File: config.mk
export PLATFORM = sky130hd
export DESIGN_NAME = pw_change_ctrl
export DESIGN_NICKNAME = d
export VERILOG_FILES = /design/src/rtl/pw_change_ctrl.sv
export SDC_FILE = /design/constraint.sdc
export NUM_CORES = 1
export LEC_CHECK = 0
export BUFFER_PORTS_ARGS = -buffer_cell sky130_fd_sc_hd__buf_4
export CAP_MARGIN = 20
export CORE_MARGIN = 2
export CORE_UTILIZATION = 45
export CTS_CLUSTER_DIAMETER = 100
export DETAILED_ROUTE_END_ITERATION = 7
export SETUP_SLACK_MARGIN = 0.05
export SYNTH_ARGS = -nofsm -noshare
export SYNTH_HDL_FRONTEND = slang
export SYNTH_SLANG_ARGS = --single-unit
File: constraint.sdc
create_clock -name clk -period 4.8 [get_ports clk]
set_clock_uncertainty 0.2 [all_clocks]
set_input_delay 0.72 -clock clk [delete_from_list [all_inputs] [get_ports clk]]
set_output_delay 0.72 -clock clk [all_outputs]
set_load 0.05 [all_outputs]
File: src/rtl/pw_change_ctrl.sv
`default_nettype none
// ============================================================================
// Module   : pw_change_ctrl
// Brief    : Keypad-driven password-change sequencer (verify, new, confirm,
//            commit) that also holds the stored BCD password for the lock.
// Revision : 1.0
// ============================================================================
module pw_change_ctrl #(
    parameter int                   DIGITS      = 6,
    parameter logic [4*DIGITS-1:0]  DEF_PW      = 24'h123456,
    parameter int                   TIMEOUT_CYC = 50000000
) (
    input  logic                    clk,
    input  logic                    rst,
    input  logic                    key_valid,
    input  logic [3:0]              key_code,
    output logic                    change,
    output logic [4*DIGITS-1:0]     pw_out,
    output logic [4*DIGITS-1:0]     entry_buf,
    output logic [2:0]              digit_cnt,
    output logic                    done,
    output logic                    err
);

    localparam int         c_W     = 4 * DIGITS;
    localparam int         c_TW    = (TIMEOUT_CYC > 2) ? $clog2(TIMEOUT_CYC) : 1;
    localparam logic [c_TW-1:0] c_TLAST = c_TW'(TIMEOUT_CYC - 1);
    localparam logic [2:0] c_FULL  = 3'(DIGITS);
    localparam logic [3:0] c_KEY_STAR = 4'd10;
    localparam logic [3:0] c_KEY_HASH = 4'd11;

    localparam logic [1:0] c_ST_IDLE   = 2'd0;
    localparam logic [1:0] c_ST_VERIFY = 2'd1;
    localparam logic [1:0] c_ST_NEW1   = 2'd2;
    localparam logic [1:0] c_ST_NEW2   = 2'd3;

    logic [1:0]      r_state;
    logic [c_W-1:0]  r_buf;
    logic [2:0]      r_cnt;
    logic [c_W-1:0]  r_pw;
    logic [c_W-1:0]  r_new_pw;
    logic [c_TW-1:0] r_tcnt;
    logic            r_change;
    logic            r_done;
    logic            r_err;

    logic [1:0]      w_state_n;
    logic [c_W-1:0]  w_buf_n;
    logic [2:0]      w_cnt_n;
    logic [c_W-1:0]  w_pw_n;
    logic [c_W-1:0]  w_new_pw_n;
    logic [c_TW-1:0] w_tcnt_n;
    logic            w_done_n;
    logic            w_err_n;
    logic            w_clear;
    logic            w_is_digit;
    logic            w_full;

    assign w_is_digit = (key_code <= 4'd9);
    assign w_full     = (r_cnt == c_FULL);

    always_comb begin
        w_state_n  = r_state;
        w_buf_n    = r_buf;
        w_cnt_n    = r_cnt;
        w_pw_n     = r_pw;
        w_new_pw_n = r_new_pw;
        w_tcnt_n   = r_tcnt;
        w_done_n   = 1'b0;
        w_err_n    = 1'b0;
        w_clear    = 1'b0;

        if (r_state == c_ST_IDLE) begin
            w_tcnt_n = '0;
            if (key_valid && key_code == c_KEY_STAR) begin
                w_state_n = c_ST_VERIFY;
                w_clear   = 1'b1;
            end
        end else if (key_valid) begin
            // Any key, even an ignored code, proves the user is still there.
            w_tcnt_n = '0;
            if (w_is_digit) begin
                if (!w_full) begin
                    w_buf_n = {r_buf[c_W-5:0], key_code};
                    w_cnt_n = r_cnt + 3'd1;
                end
            end else if (key_code == c_KEY_STAR) begin
                w_clear = 1'b1;
            end else if (key_code == c_KEY_HASH) begin
                w_clear   = 1'b1;
                w_state_n = c_ST_IDLE;
                if (!w_full) begin
                    w_err_n = 1'b1;
                end else begin
                    case (r_state)
                        c_ST_VERIFY: begin
                            if (r_buf == r_pw) w_state_n = c_ST_NEW1;
                            else               w_err_n   = 1'b1;
                        end
                        c_ST_NEW1: begin
                            w_new_pw_n = r_buf;
                            w_state_n  = c_ST_NEW2;
                        end
                        default: begin
                            if (r_buf == r_new_pw) begin
                                w_pw_n   = r_new_pw;
                                w_done_n = 1'b1;
                            end else begin
                                w_err_n  = 1'b1;
                            end
                        end
                    endcase
                end
            end
        end else if (r_tcnt == c_TLAST) begin
            w_err_n   = 1'b1;
            w_state_n = c_ST_IDLE;
            w_clear   = 1'b1;
            w_tcnt_n  = '0;
        end else begin
            w_tcnt_n = r_tcnt + 1'b1;
        end

        if (w_clear) begin
            w_buf_n = '0;
            w_cnt_n = 3'd0;
        end
    end

    always_ff @(posedge clk or posedge rst) begin
        if (rst) begin
            r_state  <= c_ST_IDLE;
            r_buf    <= '0;
            r_cnt    <= 3'd0;
            r_pw     <= DEF_PW;
            r_new_pw <= '0;
            r_tcnt   <= '0;
            r_change <= 1'b0;
            r_done   <= 1'b0;
            r_err    <= 1'b0;
        end else begin
            r_state  <= w_state_n;
            r_buf    <= w_buf_n;
            r_cnt    <= w_cnt_n;
            r_pw     <= w_pw_n;
            r_new_pw <= w_new_pw_n;
            r_tcnt   <= w_tcnt_n;
            r_change <= (w_state_n != c_ST_IDLE);
            r_done   <= w_done_n;
            r_err    <= w_err_n;
        end
    end

    assign change    = r_change;
    assign pw_out    = r_pw;
    assign entry_buf = r_buf;
    assign digit_cnt = r_cnt;
    assign done      = r_done;
    assign err       = r_err;

endmodule
`default_nettype wire

==> results of run 1 <==
==> layout by cell type (no fill, tap or decap), drive strengths merged, types with 5 or more instances in the layout <==
cell	instances
dfstp	9
mux2	48
or3	6
inv	9
a21oi	29
o21ai	7
nand4	13
nor3	6
nor2	36
ha	6
xnor2	46
xor2	26
nor4	6
nor4b	5
nand2	67
dfrtp	97
buf	65
nand3	17
clkbuf	10
==> where the power goes <==
group	leakage (nW)	switching [mW]	internal, mW
combinational	1.19	0.505	0.262
sequential	1.42	0.145	0.968
clock	0.0868	0.306	0.190
total	2.69	0.956	1.42
==> state kept, by name, summed over array words and instances (netlist names), 2 cells and up <==
signal     flops
entry_buf     24
digit_cnt      3
pw_out        24
r_new_pw      24
r_tcnt        26
r_state        2
==> worst min path at each step <==
stage                                  end  slack, ns  cells after the start
finish              pw_out[14]$_DFFE_PP0P_       0.04                      2
global route                done$_DFF_PP0_       0.02                      2
detailed placement     r_tcnt[0]$_DFF_PP0_       0.30                      1
CTS                    r_tcnt[0]$_DFF_PP0_       0.31                      1
global placement       r_tcnt[0]$_DFF_PP0_       0.30                      1
floorplan              r_tcnt[0]$_DFF_PP0_       0.28                      1
==> critical path, stage by stage (launching register included) <==
cell     delay, ns
dfrtp_1       0.44
or3_1         0.37
or4_1         0.39
or3_4         0.36
o21a_1        0.19
and2b_1       0.88
nor2_1        0.12
==> area by class of cell <==
class                           instances  area, um^2
Multi-Input combinational cell        341        2310
Fill cell                             980        5030
Inverter                                7        28.8
Tap cell                              140         175
Clock inverter                          6        40.0
Sequential cell                       106        2660
Clock buffer                           10         128
Timing Repair Buffer                   65         512
==> cell families (layout without fill, tap and decap cells) <==
family	after synthesis	after routing	synth area share [%]
DFF	106	106	52.6
muxes	48	48	10.7
buffers and inverters	23	88	1.83
and+or+nand+nor	174	174	16.6
xor gates and xnor gates	72	72	12.5
AOI/OAI and AO/OA	41	41	4.35
adders and majority gates	6	6	1.48
==> stage by stage <==
step / cell area (um^2) / std cells / hold slack [ns] / power (mW)
5_1_grt: 5860 / 675 / 0.0211 / 2.51
3_3_place_gp: 5650 / 657 / 0.303 / 1.88
4_1_cts: 5820 / 673 / 0.314 / 2.39
3_5_place_dp: 5650 / 657 / 0.302 / 1.89
2_1_floorplan: 5060 / 470 / 0.276 / 1.63
6_report: 5860 / 675 / 0.0383 / 2.37
==> routing by layer <==
| layer | up-vias | track usage, % |
|---|---|---|
| li1 | 1731 | - |
| met1 | 1780 | 30.6 |
| met2 | 97 | 33.3 |
| met3 | 8 | 5.88 |
| met4 | 0 | 4.97 |
| met5 | - | 0 |
==> impl_results.md, run 1 <==
* TritonCTS Buffers at 9
* DR iter-0 viols at 193
* Clk Tree Root Cell: clkbuf_8
* Avg Cell Area, Syn at 10.8 um^2
* Seq cells post-synth at 106
* Cts repair resizes at 0
* Post-CTS Setup Inserts at 0
* FP Rows at 38
* Worst-path fanout max at 27
* TNS Setup at 0 ns
* Highest Signal Layer: met4
* R2r endpoint: digit_cnt[0]$_DFFE_PP0P_
* Clock tree buffer depth at 2
* Final setup viols at 0
* DRT Wirelength at 12000 um
* Routed Antenna Nets at 0
* RSZ-0062 raised after global routing: false
* Status: completed
* Die H at 110 um
* ANT cells at 0
* Share of cells above drive strength 1 at 26.5%
* Clock Latency Late Sink at 0.38 ns
* Die W at 110 um
* Worst path required time at 4.82 ns
* Initial antenna violation count at 0
* GRT overflow at 0
* Area grow syn2layout at 15.7%
* Global-route wire length before repair at 19500 um
* YS warnings at 0
* Layout Nets at 543
* Metal2 WL at 5590 um
* Sink Count at 106
* Synth Flop Type: dfrtp_1
* Post-synth top area share at 47.9%
* Synth top area cells: dfrtp_1 48%, mux2_2 11%, xnor2_1 8.0%
* Critical Path AT at 3.14 ns
* Critical Path End: digit_cnt[0]$_DFFE_PP0P_
* R2R Setup Slk at 1.69 ns
* FFs w/ async S/R, synth at 100%
* CTS tree: yes
* Synthesized Nets at 483
* Depth of the most critical reg-to-reg path at 6
* WL met3 at 664 um
* Seq/Total Area, Yosys at 52.6%
* Drt drc at 0
* Post-Syn Instances at 470
* Critical path launch point type: register
* GRT Total Usage at 21.6%
* Full die area at 12100 um^2
* DP Worst Slack at 1.72 ns
* Slew Limit Fails at 0
* Initial Utilization at 46.5%
* Mapped Area at 5060 um^2
* Most frequent cell after synthesis: dfrtp_1
* Fmax at 321 MHz
* GP Congestion at 0.892
* Yosys top cell by area: dfrtp_1
* EDFF count, synth at 0
* Endpoints failing hold at 0
* Total number of vias at 3616
* Leakage at 2.69 nW
* Average wire per standard cell at 17.7 um
* Critical R2R Launch: r_tcnt[7]$_DFF_PP0_
* Worst slew pin tran at 1.13 ns
* Maximum vdd ir drop at 298 uV
* I/O pin total at 61
* Hold crit path type: in2async
* Largest net degree at the start of global routing at 87
* Worst Setup End Kind: register
* CP startpoint: r_tcnt[7]$_DFF_PP0_
* Top post-synthesis cells by count: 97 x dfrtp_1, 67 x nand2_1, 48 x mux2_2, 46 x xnor2_1, 36 x nor2_1
* PD cells at 405 nW/um^2
* Port Buf Inserts at 60
* Min Tclk post-route at 3.11 ns
* Max-cap viol count at 0
* Max-slew headroom at 25.0%
* Core area at 10900 um^2
* Critical path class: reg2reg
* M1 wire length at 5600 um
* 1st-pass router iterations at 5
* Clk pin slew, worst setup/hold paths at 0.10 ns
* Post-DP HPWL at 8370 um
* Via/cell ratio at 5.36
* Hold buffers post-CTS at 0
* # H-tree levels at 3
* Number of global-route vias before repair at 3617
* Netlist cell types at 37
* Layout Utilization at 53.8%
* PnR worst setup slack at 1.69 ns
* Fin crit share at 64.8%
Note: power is estimated with default switching activity, not from simulation.
==> run 2: changes to the inputs <==
Settings changed: ABC_AREA from default to 1.
Clock period 4.8 ns to 2.9 ns, I/O delays scaled along.
==> run 2 against run 1 <==
  * Flip-flop and latch count did not move
  * Routed wire length rose by 8.3%
  * Sequential share of layout area fell by 4.4 points
  * Register-to-register slack got worse by 1.2 ns
  * Clock power rose to 2.7 times the previous value
  * Sequential power rose by 82%
  * Die area rose by 9.2%
  * Critical path type unchanged
==> impl_results.md, run 2 <==
* Status: completed (unchanged)
* Sink Count at 106 (unchanged)
* Hold slack at 0.122 ns (was 0.0383 ns)
* Die W at 115 um (was 110 um)
* Worst Setup End Kind: register (unchanged)
* Max FFs per register at 26 (unchanged)
* RSZ-0062 raised after global routing: false (unchanged)
* Sw Share at 42.2% (was 40.2%)
* Leakage at 3.21 nW (was 2.69 nW)
* Average wire per standard cell at 14.7 um (was 17.7 um)
* Post-DP HPWL at 9030 um (was 8370 um)
* Flop pwr share at 36.2% (was 46.8%)
* Post-Syn Instances at 670 (was 470)
* Register name with the most flops: r_tcnt (unchanged)
* FFs w/ async S/R, synth at 100% (unchanged)
* Critical path class: reg2reg (unchanged)
* Slew Limit Fails at 0 (unchanged)
* M2 GR Usage at 31.2% (was 33.3%)
* Synth top area cells: dfrtp_1 44%, nand2_1 13%, dfstp_2 4.3% (was dfrtp_1 48%, mux2_2 11%, xnor2_1 8.0%)
* Max-slew headroom at 49.8% (was 25.0%)
* Routed Antenna Nets at 0 (unchanged)
* Worst path required time at 2.98 ns (was 4.82 ns)
* Commonest non-fill, non-tap cell in the layout: nand2_1 (was dfrtp_1)
* Total number of vias at 4500 (was 3616)
* Max-cap viol count at 0 (unchanged)
* Area grow syn2layout at 16.9% (was 15.7%)
* Core area at 12000 um^2 (was 10900 um^2)
* CTS tree: yes (unchanged)
* Yosys top cell by area: dfrtp_1 (unchanged)
* ANT cells at 0 (unchanged)
* Clk Tree Root Cell: clkbuf_16 (was clkbuf_8)
* Synthesized Nets at 683 (was 483)
* Clock power frac at 24.2% (was 20.9%)
* Layout Nets at 744 (was 543)
* # H-tree levels at 3 (unchanged)
* Top post-synthesis cells by count: 199 x nand2_1, 97 x dfrtp_1, 55 x nor2_1, 52 x inv_1, 40 x nand3_1 (was 97 x dfrtp_1, 67 x nand2_1, 48 x mux2_2, 46 x xnor2_1, 36 x nor2_1)
* Multi-input gate area at 2530 um^2 (was 2310 um^2)
* GP Congestion at 0.866 (was 0.892)
* FP Rows at 40 (was 38)
* Global-route wire length before repair at 21500 um (was 19500 um)
* PD cells at 861 nW/um^2 (was 405 nW/um^2)
* GRT Total Usage at 20.8% (was 21.6%)
* Die H at 115 um (was 110 um)
* Maximum vdd ir drop at 465 uV (was 298 uV)
* DRT Wirelength at 13000 um (was 12000 um)
* Fin crit share at 81.7% (was 64.8%)
* YS warnings at 0 (unchanged)
* Critical path launch point type: register (unchanged)
* TNS Setup at 0 ns (unchanged)
* Port Buf Inserts at 60 (unchanged)
* Share of cells above drive strength 1 at 17.7% (was 26.5%)
* Worst slew pin tran at 0.754 ns (was 1.13 ns)
* Gr busiest metal: met2 (unchanged)
* EDFF count, synth at 0 (unchanged)
* Comb pwr share at 39.6% (was 32.3%)
* Clock Latency Late Sink at 0.35 ns (was 0.38 ns)
* Seq cells post-synth at 106 (unchanged)
* Worst-path fanout max at 25 (was 27)
* Internal power at 3.22 mW (was 1.42 mW)
* Clock tree buffer depth at 2 (unchanged)
* Design area at 6480 um^2 (was 5860 um^2)
* Most frequent cells in the layout: 199 x nand2_1, 97 x dfrtp_1, 68 x buf_4 (was 97 x dfrtp_1, 67 x nand2_1, 63 x buf_4)
* Avg Cell Area, Syn at 8.28 um^2 (was 10.8 um^2)
* Full die area at 13200 um^2 (was 12100 um^2)
* Critical Path AT at 2.45 ns (was 3.14 ns)
* Number of global-route vias before repair at 4257 (was 3617)
* TritonCTS Buffers at 9 (unchanged)
* 1st-pass router iterations at 4 (was 5)
* Hold crit path type: in2reg (was in2async)
* Final setup viols at 0 (unchanged)
* Register area at 2660 um^2 (unchanged)
* Seq/Total Area, Yosys at 48.0% (was 52.6%)
* Clk pin slew, worst setup/hold paths at 0.07 ns (was 0.10 ns)
* Fmax at 422 MHz (was 321 MHz)
* Endpoints failing hold at 0 (unchanged)
* Mapped Area at 5550 um^2 (was 5060 um^2)
* Switching power at 2.36 mW (was 0.956 mW)
* # fillers at 1161 (was 980)
* Largest net degree at the start of global routing at 62 (was 87)
* Post-CTS Setup Inserts at 0 (unchanged)
* Total Power at 5.58 mW (was 2.37 mW)
* Netlist cell types at 40 (was 37)
* Placed cell areas at 6150 um^2 (was 5650 um^2)
* Post-synth top area share at 43.7% (was 47.9%)
* Initial antenna violation count at 0 (unchanged)
* DR iter-0 viols at 208 (was 193)
* I/O pin total at 61 (unchanged)
* Via/cell ratio at 5.10 (was 5.36)
* Min Tclk post-route at 2.37 ns (was 3.11 ns)
* Synth Flop Type: dfrtp_1 (unchanged)
* Drt drc at 0 (unchanged)
* M3 GR Usage at 3.16% (was 5.88%)
* Initial Utilization at 46.2% (was 46.5%)
* GRT overflow at 0 (unchanged)
* M1 GR Usage at 30.4% (was 30.6%)
* Most frequent cell after synthesis: nand2_1 (was dfrtp_1)
## run 2: per-stage QoR
stage / cells / worst slack [ns] / util [%]
detailed placement: 866 / 0.492 / 51.2
finish: 883 / 0.530 / 54.0
floorplan: 670 / 0.613 / -
global placement: 866 / 0.550 / 51.2
global route: 883 / 0.308 / 54.0
CTS: 883 / 0.481 / 54.0
## run 2: final timing paths
kind                                      startpoint                    end  slack [ns]  cells past startpoint
min in group asynchronous                        rst    r_tcnt[2]$_DFF_PP0_        0.34                      3
hold reg to reg                 r_tcnt[25]$_DFF_PP0_   r_tcnt[25]$_DFF_PP0_        0.27                      1
max in group asynchronous                        rst  pw_out[1]$_DFFE_PP1P_        1.40                      4
setup / recovery           entry_buf[22]$_DFFE_PP0P_  pw_out[2]$_DFFE_PP1P_        0.53                      9
hold / removal                             key_valid    r_tcnt[6]$_DFF_PP0_        0.12                      2
setup reg to reg           entry_buf[22]$_DFFE_PP0P_  pw_out[2]$_DFFE_PP1P_        0.53                      9
## run 2: repair_timing
action / in CTS / in global routing
gates resized for setup: 0 / 0
hold buffers: 1 / 0
hold endpoints to repair: 4 / 0
## run 2: per-layer routing
metal | routed length [um] | vias to the layer above
met5 | 0 | -
met2 | 5940 | 66
li1 | - | 2257
met4 | 192 | 0
met3 | 386 | 17
met1 | 6440 | 2160
## run 2: cell families (layout without fill, tap and decap cells)
kind of cell	count (synthesis)	count (layout)	share of synthesized area [%]
simple gates	360	360	29.3
compound gates	60	60	5.82
mux	13	13	2.64
fa+ha+maj	6	6	1.35
xor+xnor	41	41	6.47
buf+inv	84	150	6.43
flops	106	106	48.0
## run 2: final cells by class
class	count	area share, %
timing repair buffer	70	8.33
clock inverter	2	0.926
tap	147	2.84
multi-input combinational	480	39.0
clock buffer	14	4.07
inverter	64	3.76
sequential	106	41.1
## run 2: power groups by stage
stage | sequential, mW | combinational, mW | clock [mW]
after floorplan | 2.62 | 0.905 | 0
after global placement | 2.04 | 2.20 | 0
after detailed placement | 2.05 | 2.21 | 0
after CTS | 2.02 | 2.22 | 1.38
after global routing | 2.06 | 2.38 | 1.43
final | 2.02 | 2.21 | 1.35
## run 2: worst max-delay path: stages (launching register included)
cell     delay (ns)
dfrtp_1        0.46
xor2_1         0.19
nor2_1         0.11
nand2_1        0.07
nor3_1         0.21
nand3_1        0.20
nor2_4         0.33
nand2_4        0.27
nand2_1        0.15
nand2_1        0.07
==> run 3: changes to the inputs <==
Settings changed: ABC_AREA 1 to 0.
Clock period 2.9 ns to 2.2 ns, I/O delays scaled along.
==> run 3 against run 2 <==
  * Core utilization is 12 points higher
  * Die area fell by 8.5%
  * The run now ends with setup timing left
  * Sequential share of layout area fell by 3.9 points
  * Setup slack lost 1.1 ns
  * Critical endpoint is now change$_DFF_PP0_
  * Largest cell class unchanged
  * Register-to-register slack got worse by 1.1 ns
  * Total power is 8.6% higher
  * Worst hold slack worse by 0.081 ns
  * Combinational power is 10% higher
  * Flip-flop and latch count unchanged
  * Critical path depth shrank 3
  * Via count decreased by 9.1%
  * Global-route usage up 3.5 points
==> impl_results.md, run 3 (same netlist as run 1, synthesis figures left out) <==
* Die H at 110 um (was 115 um)
* Port Buf Inserts at 60 (unchanged)
* DR iter-0 viols at 246 (was 208)
* Clock tree buffer depth at 2 (unchanged)
* Clk Tree Root Cell: clkbuf_8 (was clkbuf_16)
* Total number of vias at 4090 (was 4500)
* CP Buf/Inv Count at 0 (unchanged)
* Drt drc at 0 (unchanged)
* GRT overflow at 0 (unchanged)
* Crit. path cell count at 6 (was 9)
* GP Congestion at 0.843 (was 0.866)
* RSZ-0062 raised after global routing: true (was false)
* Average wire per standard cell at 17.9 um (was 14.7 um)
* Worst Setup End Kind: register (unchanged)
* Initial Utilization at 46.5% (was 46.2%)
* Largest net degree at the start of global routing at 107 (was 62)
* Share of cells above drive strength 1 at 47.6% (was 17.7%)
* Sw Share at 37.8% (was 42.2%)
* Depth of the most critical reg-to-reg path at 6 (was 9)
* PnR worst setup slack at -0.525 ns (was 0.530 ns)
* Switching power at 2.29 mW (was 2.36 mW)
* Flop pwr share at 37.9% (was 36.2%)
* Worst slew pin tran at 0.583 ns (was 0.754 ns)
* Hold crit path type: in2reg (unchanged)
* Max-slew headroom at 61.2% (was 49.8%)
* Status: complete, but fails checks (was completed)
* Maximum vdd ir drop at 646 uV (was 465 uV)
* Sink Count at 106 (unchanged)
* # fillers at 843 (was 1161)
* CP max-delay cell: or4_1 (was dfrtp_1)
* Most frequent cells in the layout: 139 x buf_4, 80 x dfrtp_1, 65 x nand2_1 (was 199 x nand2_1, 97 x dfrtp_1, 68 x buf_4)
* Max FFs per register at 26 (unchanged)
* TNS Setup at -16.42 ns (was 0 ns)
* FP Rows at 38 (was 40)
* 1st-pass router iterations at 4 (unchanged)
* Area grow syn2layout at 42.7% (was 16.9%)
* R2R Setup Slk at -0.53 ns (was 0.53 ns)
* Critical path class: reg2reg (unchanged)
* Worst-path fanout max at 5 (was 25)
* Fin crit share at 124% (was 81.7%)
* Internal power at 3.77 mW (was 3.22 mW)
* PD cells at 839 nW/um^2 (was 861 nW/um^2)
* Critical path's largest stage delay at 0.47 ns (was 0.46 ns)
* Endpoints failing hold at 0 (unchanged)
* Layout Nets at 641 (was 744)
* Die W at 110 um (was 115 um)
* Core area at 10900 um^2 (was 12000 um^2)
* Post-DP HPWL at 9260 um (was 9030 um)
* I/O pin total at 61 (unchanged)
* Number of global-route vias before repair at 4055 (was 4257)
* TritonCTS Buffers at 9 (unchanged)
* Min Tclk post-route at 2.73 ns (was 2.37 ns)
* Comb pwr share at 40.1% (was 39.6%)
* CTS tree: yes (unchanged)
* Critical Path AT at 2.78 ns (was 2.45 ns)
* DRT Wirelength at 13800 um (was 13000 um)
* Hold depth at 3 (was 2)
* Max-cap viol count at 0 (unchanged)
* Clock Latency Late Sink at 0.39 ns (was 0.35 ns)
* DP Worst Slack at -0.482 ns (was 0.492 ns)
* Slew Limit Fails at 0 (unchanged)
* Cells after DPL at 737 (was 866)
* # H-tree levels at 3 (unchanged)
* Worst path required time at 2.26 ns (was 2.98 ns)
* Initial antenna violation count at 0 (unchanged)
* Clk pin slew, worst setup/hold paths at 0.11 ns (was 0.07 ns)
* Delay-heaviest family, CP: simple AND/OR/NAND/NOR gates (unchanged)
* Fmax at 367 MHz (was 422 MHz)
* Hold slack at 0.0414 ns (was 0.122 ns)
* Failing checks: setup timing
* Full die area at 12100 um^2 (was 13200 um^2)
* ANT cells at 0 (unchanged)
* Cell Chain, Critical Path: or3_1, or4_1, or3_4, o21a_1, o21a_1, or4_1 (was xor2_1, nor2_1, nand2_1, nor3_1, nand3_1, nor2_4, nand2_4, nand2_1, nand2_1)
* Commonest non-fill, non-tap cell in the layout: buf_4 (was nand2_1)
* Routed Antenna Nets at 0 (unchanged)
* Critical path launch point type: register (unchanged)
* Global-route wire length before repair at 21900 um (was 21500 um)
* Clock power frac at 22.1% (was 24.2%)
* Final setup viols at 78 (was 0)
* Leakage at 3.29 nW (was 3.21 nW)
* GRT Total Usage at 24.3% (was 20.8%)
* Register name with the most flops: r_tcnt (unchanged)
* Via/cell ratio at 5.29 (was 5.10)
* Layout Cells excl Fill at 773 (was 883)
run 3: cell types whose count changed in the layout (fill, tap and decap cells not counted), moves of 24 or more:
cell	change
inv_1	-45
a21oi_2	+24
a21oi_1	-35
buf_4	+71
mux2_4	+24
nand2_1	-134
nand3_1	-25
run 3: final timing paths:
check                                    start                        to
setup / recovery           r_tcnt[7]$_DFF_PP0_          change$_DFF_PP0_
hold reg to reg            r_tcnt[0]$_DFF_PP0_       r_tcnt[0]$_DFF_PP0_
min in group asynchronous                  rst      r_tcnt[22]$_DFF_PP0_
setup reg to reg           r_tcnt[7]$_DFF_PP0_          change$_DFF_PP0_
hold / removal                     key_code[0]  entry_buf[0]$_DFFE_PP0P_
max in group asynchronous                  rst  entry_buf[5]$_DFFE_PP0P_
run 3: repair_timing:
item	in CTS	in global routing
buffers inserted	2	8
resized for setup	44	24
endpoints found under the setup margin	101	103
hold buffers	5	0
endpoints found under the hold margin	101	0
gates cloned	4	3
pin swaps	6	15
run 3: worst reg2reg max path, delay by kind of cell (launching register included):
family | cells | cell delay, ns
flip-flops | 1 | 0.39
AO/OA/AOI/OAI | 2 | 0.38
AND/OR/NAND/NOR | 4 | 1.63
run 3: power by group through the flow:
stage | logic, mW | clock network, mW | registers [mW]
CTS | 2.34 | 1.37 | 2.28
detailed placement | 2.25 | 0 | 2.31
global placement | 2.23 | 0 | 2.31
finish | 2.43 | 1.34 | 2.29
global route | 2.58 | 1.45 | 2.32
floorplan | 0.728 | 0 | 2.93
run 3: final cells by class:
cell class / count / area, um^2 / area share (%)
Clock inverter: 7 / 93.8 / 1.30
Multi-Input combinational cell: 341 / 2660 / 36.8
Timing Repair Buffer: 163 / 1460 / 20.2
Tap cell: 140 / 175 / 2.42
Clock buffer: 9 / 124 / 1.71
Inverter: 7 / 30.0 / 0.416
Sequential cell: 106 / 2690 / 37.2
run 3: per-stage QoR:
stage / utilization, % / total power, mW / cell area, um^2
floorplan: - / 3.66 / 5230
global placement: 59.3 / 4.54 / 6460
detailed placement: 59.3 / 4.56 / 6460
CTS: 64.6 / 5.99 / 7030
global route: 66.4 / 6.35 / 7230
finish: 66.4 / 6.06 / 7230
run 3: metal layers:
layer / GRT usage (%) / part of all wire [%] / up-vias
met4: 9.22 / 1.8 / 0
met3: 3.41 / 3.6 / 20
met5: 0 / 0 / -
li1: - / - / 1925
met2: 38.3 / 49 / 98
met1: 34.0 / 46 / 2047
